File: src/rtl/count_seq_pkg.sv
// Shared types and defaults for the count sequencer.
// State encoding plus default count and prescaler widths.
package count_seq_pkg;

    localparam int DEF_WIDTH      = 4;
    localparam int DEF_PRESCALE_W = 4;

    typedef enum logic [1:0] {
        S_IDLE,
        S_RUN,
        S_PAUSE,
        S_DONE
    } state_e;

endpackage

File: src/rtl/count_sequencer_tick_prescaler.sv
// Tick prescaler: captures a divisor on run entry, then
// emits one tick every div+1 run cycles; holds when not running.
module tick_prescaler #(
    parameter int PRESCALE_W = 4
) (
    input  logic                  clock,
    input  logic                  reset_n,
    input  logic                  clear_i,
    input  logic                  run_i,
    input  logic [PRESCALE_W-1:0] div_i,
    output logic                  tick_o
);

    logic [PRESCALE_W-1:0] div_q, div_d;
    logic [PRESCALE_W-1:0] cnt_q, cnt_d;

    always_ff @(posedge clock or negedge reset_n) begin
        if (!reset_n) begin
            div_q <= '0;
            cnt_q <= '0;
        end else begin
            div_q <= div_d;
            cnt_q <= cnt_d;
        end
    end

    always_comb begin
        div_d  = div_q;
        cnt_d  = cnt_q;
        tick_o = 1'b0;
        if (clear_i) begin
            div_d = div_i;
            cnt_d = '0;
        end else if (run_i) begin
            if (cnt_q == '0) begin
                tick_o = 1'b1;
                cnt_d  = div_q;
            end else begin
                cnt_d = cnt_q - PRESCALE_W'(1);
            end
        end
    end

endmodule

File: src/rtl/count_sequencer.sv
// Start/stop/load counter with terminal detect and auto-reload.
// Optional tick prescaler enabled by COUNT_SEQUENCER_PRESCALE_EN.
module count_sequencer
    import count_seq_pkg::*;
#(
    parameter int WIDTH      = DEF_WIDTH,
    parameter int PRESCALE_W = DEF_PRESCALE_W
) (
    input  logic                  clock,
    input  logic                  reset_n,
    input  logic                  start,
    input  logic                  stop,
    input  logic                  load,
    input  logic [WIDTH-1:0]      load_value,
    input  logic [WIDTH-1:0]      terminal,
    input  logic                  auto_reload,
    input  logic [PRESCALE_W-1:0] presc_div,
    output logic [WIDTH-1:0]      count,
    output logic                  busy,
    output logic                  done,
    output logic                  wrap
);

    state_e           state_q, state_d;
    logic [WIDTH-1:0] count_q, count_d;
    logic             busy_q, done_q, done_d, wrap_q, wrap_d;
    logic             tick, entry;

`ifdef COUNT_SEQUENCER_PRESCALE_EN
    tick_prescaler #(
        .PRESCALE_W(PRESCALE_W)
    ) u_presc (
        .clock  (clock),
        .reset_n(reset_n),
        .clear_i(entry),
        .run_i  (state_q == S_RUN),
        .div_i  (presc_div),
        .tick_o (tick)
    );
`else
    logic unused_presc;
    assign unused_presc = ^presc_div;
    assign tick         = (state_q == S_RUN);
`endif

    always_ff @(posedge clock or negedge reset_n) begin
        if (!reset_n) begin
            state_q <= S_IDLE;
            count_q <= '0;
            busy_q  <= 1'b0;
            done_q  <= 1'b0;
            wrap_q  <= 1'b0;
        end else begin
            state_q <= state_d;
            count_q <= count_d;
            busy_q  <= (state_d == S_RUN) || (state_d == S_PAUSE);
            done_q  <= done_d;
            wrap_q  <= wrap_d;
        end
    end

    always_comb begin
        state_d = state_q;
        count_d = count_q;
        done_d  = 1'b0;
        wrap_d  = 1'b0;
        entry   = 1'b0;
        unique case (state_q)
            S_IDLE: begin
                if (load) count_d = load_value;
                if (start) begin
                    state_d = S_RUN;
                    entry   = 1'b1;
                end
            end
            S_RUN: begin
                if (stop) state_d = S_PAUSE;
                if (tick && count_q == terminal) begin
                    done_d = 1'b1;
                    if (auto_reload) begin
                        count_d = '0;
                    end else begin
                        state_d = S_DONE;
                    end
                end else if (tick) begin
                    count_d = count_q + WIDTH'(1);
                    wrap_d  = &count_q;
                end
            end
            S_PAUSE: begin
                if (load) count_d = load_value;
                if (start && !stop) state_d = S_RUN;
            end
            S_DONE: begin
                if (load) count_d = load_value;
                if (start) begin
                    state_d = S_RUN;
                    entry   = 1'b1;
                    if (!load) count_d = '0;
                end
            end
            default: state_d = S_IDLE;
        endcase
    end

    assign count = count_q;
    assign busy  = busy_q;
    assign done  = done_q;
    assign wrap  = wrap_q;

endmodule
File: config.mk
export PLATFORM = sky130hd
export DESIGN_NAME = count_sequencer
export DESIGN_NICKNAME = d
export VERILOG_FILES = /design/src/rtl/count_seq_pkg.sv /design/src/rtl/count_sequencer_tick_prescaler.sv /design/src/rtl/count_sequencer.sv
export SDC_FILE = /design/constraint.sdc
export NUM_CORES = 1
export LEC_CHECK = 0
export BUFFER_PORTS_ARGS = -buffer_cell sky130_fd_sc_hd__buf_4
export CAP_MARGIN = 15
export CORE_MARGIN = 4
export CORE_UTILIZATION = 40
export DETAILED_ROUTE_END_ITERATION = 10
export PLACE_DENSITY = 0.76
export SLEW_MARGIN = 10
export SYNTH_ARGS = -nofsm -noshare
export SYNTH_HDL_FRONTEND = slang
export SYNTH_HIERARCHICAL = 1
export SYNTH_SLANG_ARGS = --single-unit
export TNS_END_PERCENT = 100
File: constraint.sdc
create_clock -name clock -period 3.1 [get_ports clock]
set_input_delay 0.62 -clock clock [delete_from_list [all_inputs] [get_ports clock]]
set_output_delay 0.62 -clock clock [all_outputs]
set_load 0.01 [all_outputs]
==> results.yml <==
cells_and_area:
  synthToLayoutAreaGrowth_pct: 24.7
  fillers: 147
  drive_above_1_share: 0.330
  diodes: 0
  final_nets: 118
  finalCoreUtilization: 0.547
yosys:
  ys_seq_elements: 9
  ys_types: 31
  syn_nets: 96
  yosysSeqAreaShare: 0.330
  synth_area_sq_um: 683
  syn_inst: 73
  yosys_warnings: 6
  synth.avg_cell_area_sq_um: 9.36
sta:
  finalHoldViolCount: 0
  clock.fmax_ghz: 0.586
  fin_crit_ns: 1.71
  relSlewSlack: 0.786
  period_share: 0.551
  rsz0062_at_grt: "no"
  fin_skew_ns: 0.00572
  fin_setup_tns_ns: 0
  tightest_slew_ns: 0.320
  drv_slew: 0
  setup_violations: 0
clock_network:
  cts_tree: "built"
  post_cts_buffers: 0
  cts.path.max_buffers: 2
  cts_hold_buf: 0
  clk_latency_ns: 0.25
  cts_resized: 0
  clkSinkCount: 9
  path_clk_slew_ns: 0.06
  ctsRootBufferMaster: "clkbuf_4"
  numCtsBuffers: 3
  h-tree-depth: 1
setup_path:
  crit_type: "reg -> reg"
  end_kind: "flip-flop"
  cp-start-kind: "flip-flop"
  critPathRequiredTime_ns: 3.22
  critPathArrivalTime_ns: 1.83
  crit_path_max_fanout: 10
placement:
  numPortBuffers: 20
  place_hpwl_um: 1180
  gp_congestion: 0.739
outcome:
  status: "complete, no violations"
global_routing:
  grtUsageMet3: 0.0245
  antenna_found_initial: 0
  grt.busiest_layer: "met2"
  grt_pass1_vias: 624
  met1_usage: 0.152
  grt.met2_usage: 0.243
  track_usage: 0.136
  grt_max_degree: 11
  overflow: 0
  grt_pass1_wl_um: 2570
routing:
  ant_nets: 0
  routed_via_density: 5.44
  firstDrtPassIters: 4
  routed_wl_um: 1480
  post_drt_wl_per_cell_um: 13.4
  drt_iter0_drc: 8
  vias: 598
  drc_errors: 0
flow_run:
  cap_violations: 0
power_and_ir_drop:
  ir_drop_mv: 0.381
  finalPower_uw: 702
  p_leak_uw: 0.000407
  power.density_mw_per_mm2: 824
die:
  die_h_um: 49.3
  core_sq_mm: 0.00156
  ios: 25
  die_area_sq_mm: 0.00243
  die_w_um: 49.3
  start_util: 0.438
  rows: 14
min_path:
  hp-class: "in -> async"
## state kept, by name, summed over array words and instances (netlist names)
signal   cells
busy         1
state_q      2
count        4
done         1
wrap         1
## logic make-up after synthesis
family / Yosys count / share of synthesized area
multiplexers: 3 / 0.0494
AND/OR/NAND/NOR: 33 / 0.262
flip-flops: 9 / 0.330
AO/OA/AOI/OAI: 13 / 0.148
adder cells (fa/ha/maj): 5 / 0.0916
buffers and inverters: 6 / 0.0568
XOR/XNOR: 4 / 0.0623
## where the power goes
part	switching, uW	internal [uW]
Combinational	196	191
Clock	37.5	49.4
Sequential	67.3	161
Total	300	402
## final timing paths
| kind | startpoint | endpoint | slack (ns) | cells past startpoint |
|---|---|---|---|---|
| max in group asynchronous | reset_n | state_q[1] | 2.80 | 1 |
| worst max-delay path | state_q[1] | busy | 1.39 | 6 |
| min in group clock | count[1] | count[1] | 0.66 | 1 |
| worst min-delay path | reset_n | wrap | 0.17 | 1 |
| worst max register to register | state_q[1] | busy | 1.39 | 6 |
| worst min register to register | count[1] | count[1] | 0.66 | 1 |
## cell usage after synthesis
| cell type | instances | area (sq um) |
|---|---|---|
| a221o_1 | 1 | 10.0 |
| nand3_1 | 3 | 15.0 |
| nand2b_1 | 2 | 12.5 |
| a21boi_0 | 1 | 7.51 |
| a32oi_1 | 1 | 8.76 |
| o221ai_1 | 1 | 8.76 |
| dfrtp_1 | 9 | 225 |
| xnor2_1 | 3 | 26.3 |
| nor2b_1 | 3 | 18.8 |
| and4_1 | 1 | 8.76 |
| nor3_1 | 5 | 25.0 |
| and3_2 | 1 | 7.51 |
| xnor2_2 | 1 | 16.3 |
| ha_1 | 5 | 62.6 |
| inv_1 | 3 | 11.3 |
| o21ai_0 | 4 | 20.0 |
| a21bo_2 | 1 | 10.0 |
| and2_1 | 1 | 6.26 |
| nand4b_1 | 1 | 8.76 |
| and3_1 | 1 | 6.26 |
| o22ai_1 | 1 | 6.26 |
| o311ai_2 | 1 | 16.3 |
| nor2_1 | 6 | 22.5 |
| o21a_1 | 1 | 7.51 |
| a31oi_1 | 1 | 6.26 |
| mux2_2 | 3 | 33.8 |
| buf_2 | 1 | 5.00 |
| buf_6 | 2 | 22.5 |
| nand4_2 | 1 | 12.5 |
| nand2_1 | 7 | 26.3 |
| or3b_1 | 1 | 8.76 |
## critical path: stages (launching register included)
cell,delay (ns)
dfrtp_1,0.43
inv_1,0.10
ha_1,0.33
inv_1,0.19
o221ai_1,0.31
o21a_1,0.17
nor3_1,0.04
## layout by cell type (no fill, tap or decap), drive strengths merged, types with 4 or more instances in the layout
cell type	n
clkbuf	4
xnor2	4
o21ai	4
buf	20
dfrtp	9
nor3	5
nor2	6
nand2	7
ha	5
## area by class of cell
class | instances | area, sq um | share of cell area
clock buffer | 4 | 26.3 | 0.0308
inverter | 3 | 11.3 | 0.0132
tap | 16 | 20.0 | 0.0235
timing repair buffer | 20 | 150 | 0.176
multi-input combinational | 58 | 419 | 0.492
sequential | 9 | 225 | 0.264
## per-layer routing
metal	vias up	wire length, um
met2	12	737
met4	0	14
met5	-	0
met3	2	47
li1	301	-
met1	283	678
## metrics by stage
step	instance area, sq um	hold slack, ns	setup slack [ns]	std cells
finish	852	0.171	1.39	110
global route	852	0.162	1.23	110
CTS	852	0.171	1.38	110
detailed placement	826	0.446	1.38	106
global placement	826	0.444	1.37	106
floorplan	683	0.324	1.56	73
(Power assumes the default switching activity.)
